`config.mk`:
```
export PLATFORM = sky130hd
export DESIGN_NAME = chan_pipe_bridge
export DESIGN_NICKNAME = d
export VERILOG_FILES = /design/src/rtl/chan_pipe_bridge_pkg.sv /design/src/rtl/chan_pipe_fifo.sv /design/src/rtl/chan_pipe_bridge.sv
export SDC_FILE = /design/constraint.sdc
export NUM_CORES = 1
export LEC_CHECK = 0
export BUFFER_PORTS_ARGS = -buffer_cell sky130_fd_sc_hd__buf_2
export CORE_MARGIN = 1.5
export CORE_UTILIZATION = 45
export DETAILED_ROUTE_END_ITERATION = 7
export GPL_ROUTABILITY_DRIVEN = 0
export PLACE_DENSITY_LB_ADDON = 0.2
export SYNTH_ARGS = -nofsm -noshare
export SYNTH_HDL_FRONTEND = slang
export SYNTH_SLANG_ARGS = --single-unit
```
`constraint.sdc`:
```
create_clock -name clock -period 2.1 [get_ports clock]
set_input_delay 0.105 -clock clock [delete_from_list [all_inputs] [get_ports clock]]
set_output_delay 0.105 -clock clock [all_outputs]
set_load 0.02 [all_outputs]
```
`src/rtl/chan_pipe_bridge_pkg.sv`:
```
// Shared constants and helpers for the chan_pipe_bridge lanes.
// Flush support is controlled by the CHAN_PIPE_BRIDGE_FLUSH_EN macro (see chan_pipe_bridge.sv).
package chan_pipe_bridge_pkg;

    localparam int DEPTH_MAX    = 16;
    localparam int CHANNELS_MAX = 8;

    function automatic int cnt_width(input int depth);
        int w;
        w = $clog2(depth + 1);
        if (w < 1) begin
            w = 1;
        end else begin
            w = w;
        end
        return w;
    endfunction

    function automatic int ptr_next(input int ptr, input int depth);
        int nxt;
        if (ptr >= depth - 1) begin
            nxt = 0;
        end else begin
            nxt = ptr + 1;
        end
        return nxt;
    endfunction

endpackage

```
`src/rtl/chan_pipe_fifo.sv`:
```
// One lane of the bridge: DEPTH-entry circular buffer (DEPTH >= 1) with valid/ready on both sides.
// Outputs are taken from registered state only; flush gates the handshakes and rewinds the pointers.
module chan_pipe_fifo
    import chan_pipe_bridge_pkg::*;
#(
    parameter int WIDTH = 1,
    parameter int DEPTH = 2
) (
    input  logic                            clock,
    input  logic                            reset_n,
    input  logic                            flush,
    input  logic                            in_valid,
    output logic                            in_ready,
    input  logic [WIDTH-1:0]                in_data,
    output logic                            out_valid,
    input  logic                            out_ready,
    output logic [WIDTH-1:0]                out_data,
    output logic [cnt_width(DEPTH)-1:0]     count
);

    localparam int CW = cnt_width(DEPTH);
    localparam int PW = (DEPTH > 1) ? $clog2(DEPTH) : 1;

    logic [WIDTH-1:0] mem_r [DEPTH];
    logic [PW-1:0]    wr_ptr_r;
    logic [PW-1:0]    rd_ptr_r;
    logic [CW-1:0]    cnt_r;
    logic             full_s;
    logic             empty_s;
    logic             push_s;
    logic             pop_s;

    // Handshake qualifiers derived from registered occupancy, gated by flush.
    always_comb begin
        full_s    = (cnt_r == CW'(DEPTH));
        empty_s   = (cnt_r == {CW{1'b0}});
        in_ready  = !full_s && !flush;
        out_valid = !empty_s && !flush;
        push_s    = in_valid && in_ready;
        pop_s     = out_valid && out_ready;
        out_data  = mem_r[rd_ptr_r];
        count     = cnt_r;
    end

    // Storage, pointers and occupancy; a full lane refuses the push even when popping.
    always_ff @(posedge clock or negedge reset_n) begin
        if (!reset_n) begin
            wr_ptr_r <= {PW{1'b0}};
            rd_ptr_r <= {PW{1'b0}};
            cnt_r    <= {CW{1'b0}};
            for (int i = 0; i < DEPTH; i++) begin
                mem_r[i] <= {WIDTH{1'b0}};
            end
        end else if (flush) begin
            wr_ptr_r <= {PW{1'b0}};
            rd_ptr_r <= {PW{1'b0}};
            cnt_r    <= {CW{1'b0}};
        end else begin
            if (push_s) begin
                mem_r[wr_ptr_r] <= in_data;
                wr_ptr_r        <= PW'(ptr_next(int'(wr_ptr_r), DEPTH));
            end else begin
                wr_ptr_r        <= wr_ptr_r;
            end
            if (pop_s) begin
                rd_ptr_r <= PW'(ptr_next(int'(rd_ptr_r), DEPTH));
            end else begin
                rd_ptr_r <= rd_ptr_r;
            end
            case ({push_s, pop_s})
                2'b10:   cnt_r <= cnt_r + CW'(1'b1);
                2'b01:   cnt_r <= cnt_r - CW'(1'b1);
                default: cnt_r <= cnt_r;
            endcase
        end
    end

endmodule

```
`src/rtl/chan_pipe_bridge.sv`:
```
// Multi-lane valid/ready bridge: one chan_pipe_fifo per lane, or a wire bypass when DEPTH=0.
// Define CHAN_PIPE_BRIDGE_FLUSH_EN to add the per-lane flush input.
module chan_pipe_bridge
    import chan_pipe_bridge_pkg::*;
#(
    parameter int CHANNELS = 2,
    parameter int WIDTH    = 1,
    parameter int DEPTH    = 2
) (
    input  logic                                  clock,
    input  logic                                  reset_n,
`ifdef CHAN_PIPE_BRIDGE_FLUSH_EN
    input  logic [CHANNELS-1:0]                   flush,
`endif
    input  logic [CHANNELS-1:0]                   in_valid,
    output logic [CHANNELS-1:0]                   in_ready,
    input  logic [CHANNELS*WIDTH-1:0]             in_data,
    output logic [CHANNELS-1:0]                   out_valid,
    input  logic [CHANNELS-1:0]                   out_ready,
    output logic [CHANNELS*WIDTH-1:0]             out_data,
    output logic [CHANNELS*cnt_width(DEPTH)-1:0]  count
);

    localparam int CW = cnt_width(DEPTH);

    logic [CHANNELS-1:0] flush_s;

`ifdef CHAN_PIPE_BRIDGE_FLUSH_EN
    assign flush_s = flush;
`else
    assign flush_s = {CHANNELS{1'b0}};
`endif

    genvar gi;
    generate
        if (DEPTH == 0) begin : g_bypass
            for (gi = 0; gi < CHANNELS; gi++) begin : g_lane
                assign out_valid[gi]                = in_valid[gi] && !flush_s[gi];
                assign in_ready[gi]                 = out_ready[gi] && !flush_s[gi];
                assign out_data[gi*WIDTH +: WIDTH]  = in_data[gi*WIDTH +: WIDTH];
                assign count[gi*CW +: CW]           = {CW{1'b0}};
            end
        end else begin : g_buffered
            for (gi = 0; gi < CHANNELS; gi++) begin : g_lane
                chan_pipe_fifo #(
                    .WIDTH (WIDTH),
                    .DEPTH (DEPTH)
                ) u_fifo (
                    .clock     (clock),
                    .reset_n   (reset_n),
                    .flush     (flush_s[gi]),
                    .in_valid  (in_valid[gi]),
                    .in_ready  (in_ready[gi]),
                    .in_data   (in_data[gi*WIDTH +: WIDTH]),
                    .out_valid (out_valid[gi]),
                    .out_ready (out_ready[gi]),
                    .out_data  (out_data[gi*WIDTH +: WIDTH]),
                    .count     (count[gi*CW +: CW])
                );
            end
        end
    endgenerate

endmodule

```
==> results of run 1 <==
registers in the layout, summed over array words and instances, names as in the netlist:
signal and cells:
g_buffered.g_lane.u_fifo.rd_ptr_r 2, g_buffered.g_lane.u_fifo.wr_ptr_r 2, g_buffered.g_lane.u_fifo.mem_r 4, g_buffered.g_lane.u_fifo.count 4
timing repair:
action | CTS | global route
hold buffers | 1 | 0
endpoints found under the setup margin | 0 | 0
hold endpoints to repair | 12 | 0
area by class of cell:
cell class,count,share of cell area [%]
sequential,12,41.52
tap,15,2.595
timing repair buffer,18,13.15
clock buffer,4,5.017
multi-input combinational,32,37.72
final timing paths:
path / to / start / cells after the start / slack [ns]
setup / recovery: g_buffered.g_lane[0].u_fifo.count[1] / g_buffered.g_lane[0].u_fifo.count[1] / 5 / 0.55
min in group asynchronous: g_buffered.g_lane[1].u_fifo.mem_r[0] / reset_n / 2 / 0.23
hold reg to reg: g_buffered.g_lane[0].u_fifo.rd_ptr_r / g_buffered.g_lane[0].u_fifo.rd_ptr_r / 1 / 0.49
setup reg to reg: g_buffered.g_lane[0].u_fifo.count[1] / g_buffered.g_lane[0].u_fifo.count[1] / 5 / 0.55
hold / removal: g_buffered.g_lane[1].u_fifo.mem_r[0] / in_data[1] / 2 / 0.07
max in group asynchronous: g_buffered.g_lane[1].u_fifo.wr_ptr_r / reset_n / 2 / 1.67
stage by stage:
stage	util [%]	instances	instance area [um2]	power, mW
floorplan	-	50	618.1	1.040
global placement	52.68	76	676.9	1.104
detailed placement	52.68	76	676.9	1.117
CTS	56.28	81	723.2	1.311
global route	56.28	81	723.2	1.381
finish	56.28	81	723.2	1.293
worst max-delay path, cell delays in order (launching register included):
cell,delay (ns)
dfrtp_1,0.45
or2_1,0.24
and2_1,0.19
ha_1,0.33
nor2_1,0.14
xor2_1,0.14
routing by layer:
layer  routed length, um  GRT usage, %  vias up
met4                   8         10.34        0
met1                 425         17.96      182
li1                    -             -      191
met2                 452         18.95        6
met3                  33         3.333        2
met5                   0             0        -
cell usage in the layout (no fill, tap or decap):
master	Yosys	layout
mux2_2	4	4
ha_1	2	2
dfrtp_1	12	12
xnor2_1	6	6
and2_1	2	2
nor2_1	2	2
nand2b_4	2	2
or2_1	2	2
xor2_1	4	4
clkbuf_4	0	3
dlygate4sd3_1	0	1
nand3_1	2	2
clkbuf_8	0	1
nand3b_1	2	2
mux2_1	2	2
nand2_1	2	2
buf_2	0	17
kinds of logic (layout without fill, tap and decap cells):
logic type               count (synthesis)  after routing
XOR/XNOR                                10             10
adder cells (fa/ha/maj)                  2              2
buffers and inverters                    6             22
flip-flops                              12             12
multiplexers                             6              6
AND/OR/NAND/NOR                         14             14
power breakdown:
| part | internal [mW] | total [mW] | switching (mW) |
|---|---|---|---|
| clock network | 0.105 | 0.183 | 0.0782 |
| logic | 0.313 | 0.636 | 0.323 |
| registers | 0.358 | 0.474 | 0.116 |
==> impl_metrics.sql, run 1 <==
INSERT INTO impl_metrics (metric_group, metric, value, unit) VALUES
('run_status', 'outcome', 'finished clean', ''),
('grt', 'grt_max_degree', '13', ''),
('yosys', 'synth_async_sr_flop_share', '100.0', '%'),
('cts', 'cts_post_setup_buffers_inserted', '0', ''),
('worst_hold_path', 'holdCritPathClass', 'in -> reg', ''),
('cts', 'ctsRootBufferMaster', 'clkbuf_4', ''),
('routing', 'post_route_wl', '920', 'um'),
('sta', 'worstMarginPinSlew', '0.2618', 'ns'),
('die', 'pin_count', '18', ''),
('yosys', 'synthMuxAreaShare', '10.93', '%'),
('job', 'max_cap_viol_count', '0', ''),
('routing', 'avg_wl_per_cell', '11.36', 'um'),
('power', 'p_per_area', '1788', 'nW/um2'),
('cts', 'cts_repair_resize_count', '0', ''),
('power', 'worst_ir_drop_vdd', '0.8243', 'mV'),
('setup_path', 'type_of_the_worst_setup_path', 'reg -> reg', ''),
('grt', 'via_count_of_the_first_global_routing_pass', '347', ''),
('placed_design', 'dpl.hpwl', '708.9', 'um'),
('setup_path', 'endpoint_kind', 'flop', ''),
('routing', 'avgViaCountPerCell', '4.704', ''),
('yosys', 'synth_most_common_cell', 'dfrtp_1', ''),
('routing', 'drcViolationCount', '0', ''),
('yosys', 'post_synth_main_area_contributors', 'dfrtp_1 (49%), xnor2_1 (8.5%), buf_4 (7.3%)', ''),
('final_layout', 'sequential_cell_area', '300.3', 'um2'),
('sta', 'final_hold_slack', '0.06749', 'ns'),
('yosys', 'synthesized_area_fraction_occupied_by_adder_cells', '4.049', '%'),
('die', 'design.die.area', '1605', 'um2'),
('die', 'die_height', '40.06', 'um'),
('yosys', 'yosys.area_share.simple', '14.98', '%'),
('setup_path', 'startpoint_type', 'flop', ''),
('grt', 'total_congestion_overflow_after_global_routing', '0', ''),
('die', 'dieWidth', '40.06', 'um'),
('final_layout', 'flow.area_growth_from_synthesis', '17.00', '%'),
('sta', 'rsz0062_at_grt', 'no', ''),
('setup_path', 'critical_path_peak_fanout', '4', ''),
('setup_path', 'cp_data_required_time', '2.30', 'ns'),
('sta', 'post-route-period-util', '73.90', '%'),
('yosys', 'leading_area_contributor_after_synthesis', 'dfrtp_1', ''),
('sta', 'timing.fmax', '644.3', 'MHz'),
('sta', 'timing.final.setup_violations', '0', ''),
('yosys', 'ys_seq_area_share', '48.58', '%'),
('sta', 'fin_skew', '0.0003246', 'ns'),
('yosys', 'postSynth.topFlopCell', 'dfrtp_1', ''),
('grt', 'grt_pass1_wl', '1.400', 'mm'),
('cts', 'clk_latency', '0.27', 'ns'),
('yosys', 'ys_ff_latch', '12', ''),
('cts', 'cts_max_path_buffers', '2', ''),
('sta', 'relSlewSlack', '82.55', '%'),
('routing', 'postRouteAntennaNets', '0', ''),
('routing', 'via_count', '381', ''),
('final_layout', 'multi_input_area', '272.8', 'um2'),
('yosys', 'synth_xor_area_share', '14.17', '%'),
('final_layout', 'num_antenna_cells', '0', ''),
('setup_path', 'cp.arrival', '1.75', 'ns'),
('yosys', 'postSynthCellCount', '50', ''),
('yosys', 'net_count_after_synthesis', '60', ''),
('placed_design', 'post-place-ws', '0.5625', 'ns'),
('yosys', 'ys_types', '14', ''),
('final_layout', 'nets', '77', ''),
('routing', 'detail_route.iter0.violations', '6', ''),
('grt', 'track_usage', '13.62', '%'),
('yosys', 'syn_avg_cell_area', '12.36', 'um2'),
('power', 'p_leak', '0.3427', 'nW'),
('yosys', 'fraction_of_synthesized_cell_area_taken_by_the_top_area_cell_type', '48.58', '%'),
('yosys', 'yosys_warnings', '0', ''),
('yosys', 'netlist_area', '618.1', 'um2'),
('die', 'placement_rows', '13', ''),
('sta', 'worst_slack', '0.5480', 'ns'),
('sta', 'hold_viol', '0', ''),
('cts', 'numCtsBuffers', '3', ''),
('grt', 'antenna_found_initial', '0', '');
Note: power is estimated with default switching activity, not from simulation.
==> run 2: changes to the inputs <==
Settings changed: CORE_UTILIZATION 45 to 43.
Clock period 2.1 ns to 1.4 ns, I/O delays scaled along.
==> run 2 against run 1 <==
Clock skew hardly changed; worst hold slack got worse by 0.037 ns; wire length increased by 2.0%; via count increased by 5.2%; sequential power grew 38%; worst setup slack got worse by 0.54 ns.
==> impl_metrics.sql, run 2 (synthesis results as in run 1) <==
INSERT INTO impl_metrics (metric_group, metric, value, unit) VALUES
('run_status', 'outcome', 'finished clean', ''),
('cts', 'numCtsBuffers', '3', ''),
('routing', 'post_route_wl', '938', 'um'),
('placed_design', 'dpl.hpwl', '776.7', 'um'),
('sta', 'post-route-period-util', '99.43', '%'),
('setup_path', 'cp.arrival', '1.55', 'ns'),
('cts', 'cts-htree-levels', '1', ''),
('die', 'core_area', '1318', 'um2'),
('die', 'dieWidth', '40.92', 'um'),
('routing', 'avgViaCountPerCell', '4.506', ''),
('placed_design', 'buffers_added_on_ports', '17', ''),
('setup_path', 'critical_path_peak_fanout', '3', ''),
('final_layout', 'utilization', '62.30', '%'),
('grt', 'total_congestion_overflow_after_global_routing', '0', ''),
('worst_hold_path', 'holdCritPathClass', 'in -> reg', ''),
('die', 'placement_rows', '13', ''),
('sta', 'hold_viol', '0', ''),
('worst_hold_path', 'worst_hold_path.num_cells', '2', ''),
('power', 'worst_ir_drop_vdd', '1.366', 'mV'),
('setup_path', 'slowest_stage_delay_on_critical_path', '0.42', 'ns'),
('job', 'max_cap_viol_count', '0', ''),
('worst_hold_path', 'worstHoldStart', 'in_data[1]', ''),
('grt', 'via_count_of_the_first_global_routing_pass', '380', ''),
('final_layout', 'nets', '85', ''),
('setup_path', 'cp_data_required_time', '1.55', 'ns'),
('setup_path', 'worst_path_max_delay_cell', 'dfrtp_2', ''),
('die', 'pin_count', '18', ''),
('final_layout', 'num_antenna_cells', '0', ''),
('setup_path', 'critical_path.reg2reg.startpoint', 'g_buffered.g_lane[0].u_fifo.count[0]', ''),
('cts', 'tritoncts', 'done', ''),
('sta', 'min_period', '1.392', 'ns'),
('worst_hold_path', 'worstHoldEndpoint', 'g_buffered.g_lane[1].u_fifo.mem_r[0]', ''),
('final_layout', 'layout_common_cells', 'buf_2 (17), dfrtp_1 (8), buf_4 (8)', ''),
('routing', 'via_count', '401', ''),
('sta', 'relSlewSlack', '82.69', '%'),
('sta', 'timing.fmax', '718.4', 'MHz'),
('routing', 'detail_route.iter0.violations', '5', ''),
('setup_path', 'rr_worst_depth', '6', ''),
('cts', 'clkTransAtPathRegs', '0.07', 'ns'),
('sta', 'timing.final.setup_violations', '0', ''),
('grt', 'grt_pass1_wl', '1.455', 'mm'),
('setup_path', 'reg2reg_to', 'g_buffered.g_lane[0].u_fifo.count[1]', ''),
('sta', 'rsz0062_at_grt', 'yes', ''),
('cts', 'ctsRootBufferMaster', 'clkbuf_4', ''),
('sta', 'worstMarginPinSlew', '0.2597', 'ns'),
('final_layout', 'flow.area_growth_from_synthesis', '32.79', '%'),
('sta', 'maxSlewViolCount', '0', ''),
('grt', 'grt_max_degree', '13', ''),
('die', 'start_util', '46.91', '%'),
('cts', 'clk_latency', '0.27', 'ns'),
('routing', 'avg_wl_per_cell', '10.54', 'um'),
('setup_path', 'worstSetupStartpoint', 'g_buffered.g_lane[0].u_fifo.count[0]', ''),
('power', 'p_leak', '0.3818', 'nW'),
('die', 'die_height', '40.92', 'um'),
('routing', 'drcViolationCount', '0', ''),
('setup_path', 'endpoint_kind', 'flop', ''),
('setup_path', 'crit_path_cell_chain', 'or2_1, and2_4, ha_4, xnor2_1, nor2_1, xor2_1', ''),
('final_layout', 'drive_above_1_share', '59.46', '%'),
('sta', 'fin_skew', '0.0005343', 'ns'),
('cts', 'clock_sink_count', '12', ''),
('power', 'p_per_area', '2643', 'nW/um2'),
('setup_path', 'startpoint_type', 'flop', ''),
('setup_path', 'rrSetupSlack', '0.008', 'ns'),
('final_layout', 'final_common_cell', 'buf_2', ''),
('cts', 'cts_max_path_buffers', '2', ''),
('routing', 'postRouteAntennaNets', '0', ''),
('grt', 'track_usage', '13.80', '%'),
('grt', 'antenna_found_initial', '0', ''),
('die', 'design.die.area', '1674', 'um2'),
('routing', 'firstDrtPassIters', '4', ''),
('sta', 'fin_setup_tns', '0', 'ns'),
('setup_path', 'type_of_the_worst_setup_path', 'reg -> reg', '');
==> run 2: cell types whose count changed in the layout (fill, tap and decap cells not counted) <==
cell     delta
nand2_1     -1
buf_4       +8
dfrtp_2     +4
dfrtp_1     -4
ha_1        -2
ha_4        +2
and2_4      +2
and2_1      -2
nand2_2     +1
==> run 2: routing by layer <==
layer	wire length [um]	vias up	track usage, %
met5	0	-	0
met4	0	0	2.500
met3	61	0	8.152
met2	422	12	21.48
met1	455	178	16.38
li1	-	211	-
==> run 2: critical path, delay by kind of cell, from the launching register on <==
family                     cells  cell delay [ns]
xor gates and xnor gates       2             0.28
adders and majority gates      1             0.15
DFF                            1             0.42
and+or+nand+nor                3             0.43
==> run 2: cell type report <==
type	instances	area, um2
clock buffers	4	36.28
fillers	108	496.7
multi-input cells	32	305.3
flip-flops and latches	12	305.3
well taps	15	18.77
repair buffers	26	155.1
==> run 2: report_power, final <==
part / switching (mW) / leakage [nW] / internal (mW)
logic: 0.598 / 0.224 / 0.647
clock network: 0.111 / 0.0210 / 0.158
registers: 0.109 / 0.136 / 0.548
total: 0.817 / 0.382 / 1.35
==> run 2: worst max path at each step <==
stage / to / slack [ns] / depth (start not counted)
4_1_cts: g_buffered.g_lane[0].u_fifo.count[1] / -0.009 / 6
3_3_place_gp: g_buffered.g_lane[0].u_fifo.count[1] / 0.02 / 6
5_1_grt: g_buffered.g_lane[1].u_fifo.count[1] / -0.09 / 6
3_5_place_dp: g_buffered.g_lane[0].u_fifo.count[1] / -0.006 / 6
2_1_floorplan: g_buffered.g_lane[0].u_fifo.count[1] / -0.05 / 6
6_report: g_buffered.g_lane[0].u_fifo.count[1] / 0.008 / 6
==> run 2: repair_timing <==
action / CTS / global route
buffers inserted: 1 / 0
resized for setup: 0 / 1
hold buffers: 1 / 0
pin swaps: 3 / 0
hold endpoints to repair: 12 / 0
setup endpoints to repair: 2 / 2
==> run 2: stage by stage <==
stage,hold slack (ns),total power [mW],cell area [um2],worst slack (ns),std cells
6_report,0.03058,2.169,820.8,0.008049,89
5_1_grt,0.01894,2.337,820.8,-0.09051,89
4_1_cts,0.02405,2.199,818.3,-0.009120,89
3_5_place_dp,-0.04268,1.895,764.5,-0.006132,83
3_3_place_gp,-0.04405,1.877,764.5,0.01933,83
2_1_floorplan,-0.2256,1.631,653.1,-0.05496,50
